<file path="src/rtl/pipeline_hazard_ctrl.sv">
// Stall/flush sequencer for the 5-stage pipeline: load-use bubbles, data-memory
// wait states with timeout, and delay-slot annulment.
module pipeline_hazard_ctrl #(
   parameter int MEM_TIMEOUT = 15,
   parameter int CNT_W       = 16
) (
   input  logic             clk,
   input  logic             reset,
   input  logic [4:0]       RS1_ID,
   input  logic [4:0]       RS2_ID,
   input  logic [4:0]       RD_ID,
   input  logic             USE_RS2_ID,
   input  logic             STORE_ID,
   input  logic [4:0]       RD_EX,
   input  logic             RF_LE_EX,
   input  logic             LOAD_EX,
   input  logic             MEM_ACC_MEM,
   input  logic             MEM_READY,
   input  logic             ANNUL_ID,
   output logic             PC_LE,
   output logic             IF_ID_LE,
   output logic             IF_ID_CLR,
   output logic             ID_EX_NOP,
   output logic             EX_MEM_LE,
   output logic             MEM_WB_LE,
   output logic [CNT_W-1:0] STALL_CNT,
   output logic             MEM_ERR
);

   typedef enum logic [1:0] {
      S_RUN      = 2'd0,
      S_MEM_WAIT = 2'd1,
      S_ERR      = 2'd2
   } state_t;

   localparam logic [7:0]       TIMEOUT_W = 8'(MEM_TIMEOUT);
   localparam logic [CNT_W-1:0] CNT_ONE   = CNT_W'(1);
   localparam logic [CNT_W-1:0] CNT_MAX   = '1;

   state_t           r_state;
   logic [7:0]       r_wait_cnt;
   logic [CNT_W-1:0] r_stall_cnt;
   logic             r_mem_err;

   logic w_mem_hold;
   logic w_lu;
   logic w_freeze;

   assign w_mem_hold = MEM_ACC_MEM && !MEM_READY;

   // Only a load still in EX needs a bubble; later producers are forwarded.
   assign w_lu = LOAD_EX && RF_LE_EX && (RD_EX != 5'd0) &&
                 ((RD_EX == RS1_ID) ||
                  (USE_RS2_ID && (RD_EX == RS2_ID)) ||
                  (STORE_ID && (RD_EX == RD_ID)));

   always_comb begin
      w_freeze = 1'b0;
      case (r_state)
         S_RUN:      w_freeze = w_mem_hold;
         S_MEM_WAIT: w_freeze = !MEM_READY;
         default:    w_freeze = 1'b1;
      endcase
   end

   always_comb begin
      PC_LE     = 1'b1;
      IF_ID_LE  = 1'b1;
      IF_ID_CLR = 1'b0;
      ID_EX_NOP = 1'b0;
      EX_MEM_LE = 1'b1;
      MEM_WB_LE = 1'b1;
      if (reset) begin
         PC_LE     = 1'b0;
         IF_ID_LE  = 1'b0;
         ID_EX_NOP = 1'b1;
         EX_MEM_LE = 1'b0;
         MEM_WB_LE = 1'b0;
      end else if (w_freeze) begin
         PC_LE     = 1'b0;
         IF_ID_LE  = 1'b0;
         EX_MEM_LE = 1'b0;
         MEM_WB_LE = 1'b0;
      end else if (w_lu) begin
         // Stall beats annul: the branch stays in ID and re-asserts ANNUL_ID.
         PC_LE     = 1'b0;
         IF_ID_LE  = 1'b0;
         ID_EX_NOP = 1'b1;
      end else if (ANNUL_ID) begin
         IF_ID_CLR = 1'b1;
      end
   end

   always_ff @(posedge clk) begin
      if (reset) begin
         r_state     <= S_RUN;
         r_wait_cnt  <= 8'd0;
         r_stall_cnt <= '0;
         r_mem_err   <= 1'b0;
      end else begin
         case (r_state)
            S_RUN: begin
               if (w_mem_hold) begin
                  r_state    <= S_MEM_WAIT;
                  r_wait_cnt <= 8'd1;
               end
            end
            S_MEM_WAIT: begin
               if (MEM_READY) begin
                  r_state    <= S_RUN;
                  r_wait_cnt <= 8'd0;
               end else if (r_wait_cnt == TIMEOUT_W) begin
                  r_state   <= S_ERR;
                  r_mem_err <= 1'b1;
               end else begin
                  r_wait_cnt <= r_wait_cnt + 8'd1;
               end
            end
            S_ERR: begin
               r_mem_err <= 1'b1;
            end
            default: begin
               r_state <= S_ERR;
            end
         endcase
         if (!PC_LE && (r_stall_cnt != CNT_MAX)) begin
            r_stall_cnt <= r_stall_cnt + CNT_ONE;
         end
      end
   end

   assign STALL_CNT = r_stall_cnt;
   assign MEM_ERR   = r_mem_err;

endmodule

</file>
<file path="config.mk">
export PLATFORM = sky130hd
export DESIGN_NAME = pipeline_hazard_ctrl
export DESIGN_NICKNAME = d
export VERILOG_FILES = /design/src/rtl/pipeline_hazard_ctrl.sv
export SDC_FILE = /design/constraint.sdc
export NUM_CORES = 1
export LEC_CHECK = 0
export CAP_MARGIN = 30
export CORE_UTILIZATION = 40
export CTS_CLUSTER_DIAMETER = 50
export CTS_CLUSTER_SIZE = 8
export DETAILED_ROUTE_END_ITERATION = 8
export PLACE_DENSITY_LB_ADDON = 0.08
export SYNTH_ARGS = -nofsm -noshare
export SYNTH_HDL_FRONTEND = slang
export SYNTH_SLANG_ARGS = --single-unit
</file>
<file path="constraint.sdc">
create_clock -name clk -period 2.6 [get_ports clk]
set_clock_uncertainty 0.1 [all_clocks]
set_input_delay 0.52 -clock clk [delete_from_list [all_inputs] [get_ports clk]]
set_output_delay 0.52 -clock clk [all_outputs]
set_load 0.02 [all_outputs]
</file>
# Yosys cells after proc, flatten, opt, wreduce, memory -nomap -nowiden

Index checks and enable logic that the tools add are counted.
Widths: inputs -> output; s select.

Bits in registers: 27
Input bits: 29
Output and inout port bits: 23

Add/subtract/negate cells: 2
Equality and inequality tests: 12
Multiplexer cells: 24
Bitwise gates (word level): 1
Reductions and logical operators: 18

Operator list:

| kind                  | number |
|---|---|
| $mux 8                | 3 |
| $add 16x1->16 const B | 1 |
| $ne 16x16->1 const B  | 1 |
| $pmux 8 s2            | 1 |
| $eq 5x5->1            | 3 |
| $mux 1                | 14 |
| $reduce_and 3->1      | 3 |
| $add 8x1->8 const B   | 1 |
| $eq 8x4->1 const B    | 1 |
| $logic_and 1x1->1     | 7 |
| $mux 2                | 3 |
| $ne 2x2->1 const B    | 3 |
| $ne 3x3->1 const B    | 2 |
| $pmux 2 s3            | 1 |
| $reduce_bool 5->1     | 1 |
| $pmux 1 s2            | 2 |
| $reduce_bool 2->1     | 2 |
| $eq 2x1->1 const B    | 1 |
| $eq 2x2->1 const B    | 1 |
| $logic_not 1->1       | 2 |
| $logic_not 2->1       | 1 |
| $logic_or 1x1->1      | 2 |
| $not 1->1             | 1 |

# Depth between registers and ports, before layout

Depth in word-level cells: 10
Depth in mapped cells: 10

# Worst setup path before layout

OpenSTA, ideal clock, no wires.

Kind: input -> register
From: in RD_EX[0]
To: reg r_stall_cnt[11], in the netlist STALL_CNT[11]
Library setup time: 123 ps
Arrival time: 2145 ps
Setup slack: 231 ps
Stages on the path: 8
Path buffers: 1
Cell sequence: xor2_1 -> nor4_1 -> and3_1 -> o2111ai_2 -> a21o_1 -> buf_6 -> nor4_2 -> mux2_1

Longest elaborated chain between the ends: 10

Ends and longest elaborated chain:

| item                  | line | source |
|---|---|---|
| from (decl)           | 14   | `input logic [4:0] RD_EX,` |
| $eq 5x5->1            | 54   | `(USE_RS2_ID && (RD_EX == RS2_ID)) \|\|` |
| $logic_and 1x1->1     | 54   |  |
| $logic_or 1x1->1      | 53   | `((RD_EX == RS1_ID) \|\|` |
| $logic_or 1x1->1      | 54   |  |
| $logic_and 1x1->1 (*) | 52   | `assign w_lu = LOAD_EX && RF_LE_EX && (RD_EX != 5'd0) &&` |
| $mux 1 (*)            | 84   | `end else if (w_lu) begin` |
| $mux 1 (*)            | 79   | `end else if (w_freeze) begin` |
| $mux 1 (*)            | 73   | `if (reset) begin` |
| $logic_not 1->1 (*)   | 126  | `if (!PC_LE && (r_stall_cnt != CNT_MAX)) begin` |
| $logic_and 1x1->1 (*) | 126  |  |
| to (signal assigned)  | 127  | `r_stall_cnt <= r_stall_cnt + CNT_ONE;` |
| to (decl)             | 42   | `logic [CNT_W-1:0] r_stall_cnt;` |

Mark *: on every way between the ends. The rest lies on a longest branch, timed or not.
A chain may end at the register's enable or synchronous reset.

# Worst setup path after layout

From: in MEM_ACC_MEM
To: out EX_MEM_LE

Longest elaborated chain between the ends: 4

Ends and longest elaborated chain:

| item              | line | source |
|---|---|---|
| from (decl)       | 17   | `input logic MEM_ACC_MEM,` |
| $logic_and 1x1->1 | 49   | `assign w_mem_hold = MEM_ACC_MEM && !MEM_READY;` |
| $pmux 1 s2        | 59   | `case (r_state)` |
| $mux 1            | 79   |  |
| $mux 1            | 73   |  |
| to (decl)         | 24   | `output logic EX_MEM_LE,` |

Every way passes these cells.

==> flow_summary.toml <==
[outcome]
status = "completed"

[global_route]
antenna_found_initial = 0
grt_usage = 0.1997
grt_pass1_wl_um = 6596
grt_pass1_vias = 1536
grt_max_degree = 24
grt-ovfl-total = 0

[worst_setup_path]
critPathTopFamily = "buffers and inverters"
cp-start-kind = "input pin"
r2r-end = "STALL_CNT[13]"
timing.rr.start = "STALL_CNT[0]"
worst-endpoint-required_ns = 1.98
max_stage_delay_ns = 0.43
path_class = "in -> out"
critical_path_buf_inv_count = 3
reg2reg_depth = 8
endpoint_kind = "output port"
worstPathArrival_ns = 1.89
startpoint = "MEM_ACC_MEM"
cpMostUsedCell = "nor2_1"
slowest_stage = "clkdlybuf4s50_1"
worstPathCellList = "clkdlybuf4s50_1 > nor2_1 > o21bai_1 > nor2_1 > buf_4 > dlygate4sd2_1"
reg2reg_slack_ns = 0.36
cp_max_fo = 5

[clocking]
hold_buffers = 0
cts-root-buf = "clkbuf_8"
cts_buffer_depth = 2
path_clk_slew_ns = 0.10
cts_sinks = 27
insertion_delay_ns = 0.28
cts_tree = "yes"
numCtsBuffers = 3
htreeDepth = 1

[yosys]
syn_inst = 189
ys_seq_elements = 27
ys_warn_count = 0
synth_edf_count = 0
syn_area_per_cell_um2 = 8.196
syn_nets = 220
ys_seq_area_frac = 0.3489
synth.distinct_cells = 38
ys_async_sr_fraction = 0
synthesis.area_mm2 = 0.001549
synth_flop_cell = "dfxtp_1"

[floorplanning]
die_h_um = 64.23
coreArea_mm2 = 0.003689
die_area_mm2 = 0.004125
ios = 52
die_w_um = 64.23
row_count = 22
start_util = 0.4199

[hold_path]
holdPathStages = 2
hold_class = "reg -> reg"
min-delay-start = "STALL_CNT[5]"
hold_end = "STALL_CNT[5]"

[layout]
final_cell_mix = "clkdlybuf4s50_1, dfxtp_1, nor2_1"
n_antenna_cell = 0
final_nets = 285
area_growth_pct = 48.30
layout_commonest_cell = "clkdlybuf4s50_1"
final_util = 0.6228
drive_above_1_share = 0.1462

[timing]
fin_setup_tns_ns = 0
final-hold-violation-count = 0
tightest_slew_ns = 0.4730
fin_crit_ns = 2.506
relSlewSlack = 0.6840
max_freq_mhz = 399.0
period_share = 0.9638
rsz0062_at_grt = "true"
finalMaxSlewViolations = 0
setup_viol = 0

[placement]
hpwl_um = 2877
gp_congestion = 0.8076
io_buffer_count = 51

[pwr]
power_density_mw_per_mm2 = 376.3
p_total_mw = 0.8645
leakage_nw = 0.9041
irDropWorstVdd_mv = 0.3343

[drt]
drtIter0Drc = 107
drc = 0
wl_per_cell_um = 12.55
num_vias = 1548
drtPass1Iterations = 4
routed_wl_um = 3778
antenna_left = 0
viasPerCell = 5.143

[run]
maxCapViolCount = 0
-- what timing repair did --
item                                    in CTS  in global routing
resized for setup                           38                 18
buffers inserted                             0                  1
endpoints found under the setup margin      21                 16
pin swaps                                    8                 15
-- how the worst max path moves through the flow --
stage | end | cells after the start
2_1_floorplan | STALL_CNT[11] | 8
3_3_place_gp | ID_EX_NOP | 7
3_5_place_dp | ID_EX_NOP | 8
4_1_cts | STALL_CNT[4] | 10
5_1_grt | EX_MEM_LE | 6
6_report | EX_MEM_LE | 6
-- cell families (layout without fill, tap and decap cells) --
kind of cell,after synthesis,count (layout),share of synthesized area
simple gates,79,79,0.2682
compound gates,38,38,0.1567
flops,27,27,0.3490
xor+xnor,24,24,0.1357
buf+inv,15,79,0.04684
mux,4,4,0.02746
fa+ha+maj,2,2,0.01615
-- power by group --
group          leakage (nW)  internal (mW)  total (mW)  switching [mW]
clock network        0.0217          0.109       0.244           0.135
logic                 0.664          0.104       0.193          0.0888
registers             0.218          0.421       0.428         0.00680
total                 0.904          0.634       0.865           0.231
-- worst register-to-register path, stage by stage (launching register included) --
cell	delay, ns
dfxtp_1	0.35
ha_1	0.20
inv_1	0.08
nor4_1	0.43
nand2_1	0.13
nor2_1	0.24
a21o_4	0.20
nor3_1	0.08
mux2_1	0.31
-- layout make-up --
cell class,count,area [µm²]
Clock buffer,3,41.29
Clock inverter,1,7.507
Fill cell,331,1391
Inverter,6,22.52
Multi-Input combinational cell,147,979.7
Sequential cell,27,540.5
Tap cell,48,60.06
Timing Repair Buffer,69,645.6
-- layer usage --
layer  share of wire  vias to the layer above  GRT usage  routed length [µm]
li1                -                      806          -                   -
met1            0.44                      706     0.2337                1665
met2            0.51                       31     0.3577                1931
met3           0.037                        5    0.04286                 140
met4           0.011                        0    0.06667                  41
met5               0                        -          0                   0
-- synthesized netlist by cell type, types with 3 or more instances --
cell type  number  share of area
xor2_1         10          0.057
nor3_1          3         0.0097
o21ai_1         4          0.013
o21ai_0         3         0.0097
inv_1           6          0.015
o21bai_1        3          0.015
clkbuf_1        5          0.012
nand3_1        13          0.042
and3_1          4          0.016
nor2_1         20          0.048
nor4_1          3          0.012
o31ai_1         4          0.019
a21oi_1        16          0.052
or3_1           6          0.024
nand4_1         6          0.024
dfxtp_1        27           0.35
xnor2_1        14          0.079
nand2_1        11          0.027
or4_1           5          0.024
-- state kept, by name, indices dropped and copies added, names as in the netlist --
| name | cells |
|---|---|
| STALL_CNT | 16 |
| MEM_ERR | 1 |
| r_state | 2 |
| r_wait_cnt | 8 |
-- through the flow --
stage               hold WS (ns)  instance area (µm²)  cells  setup slack, ns
finish                    0.4061                 2297    301          0.09401
global route              0.4392                 2297    301        -0.004758
floorplan                 0.3792                 1549    189           0.2312
global placement          0.3835                 2197    296          -0.5458
CTS                       0.4057                 2263    300       0.00003197
detailed placement        0.3918                 2197    296          -0.6107
(Power assumes the default switching activity.)
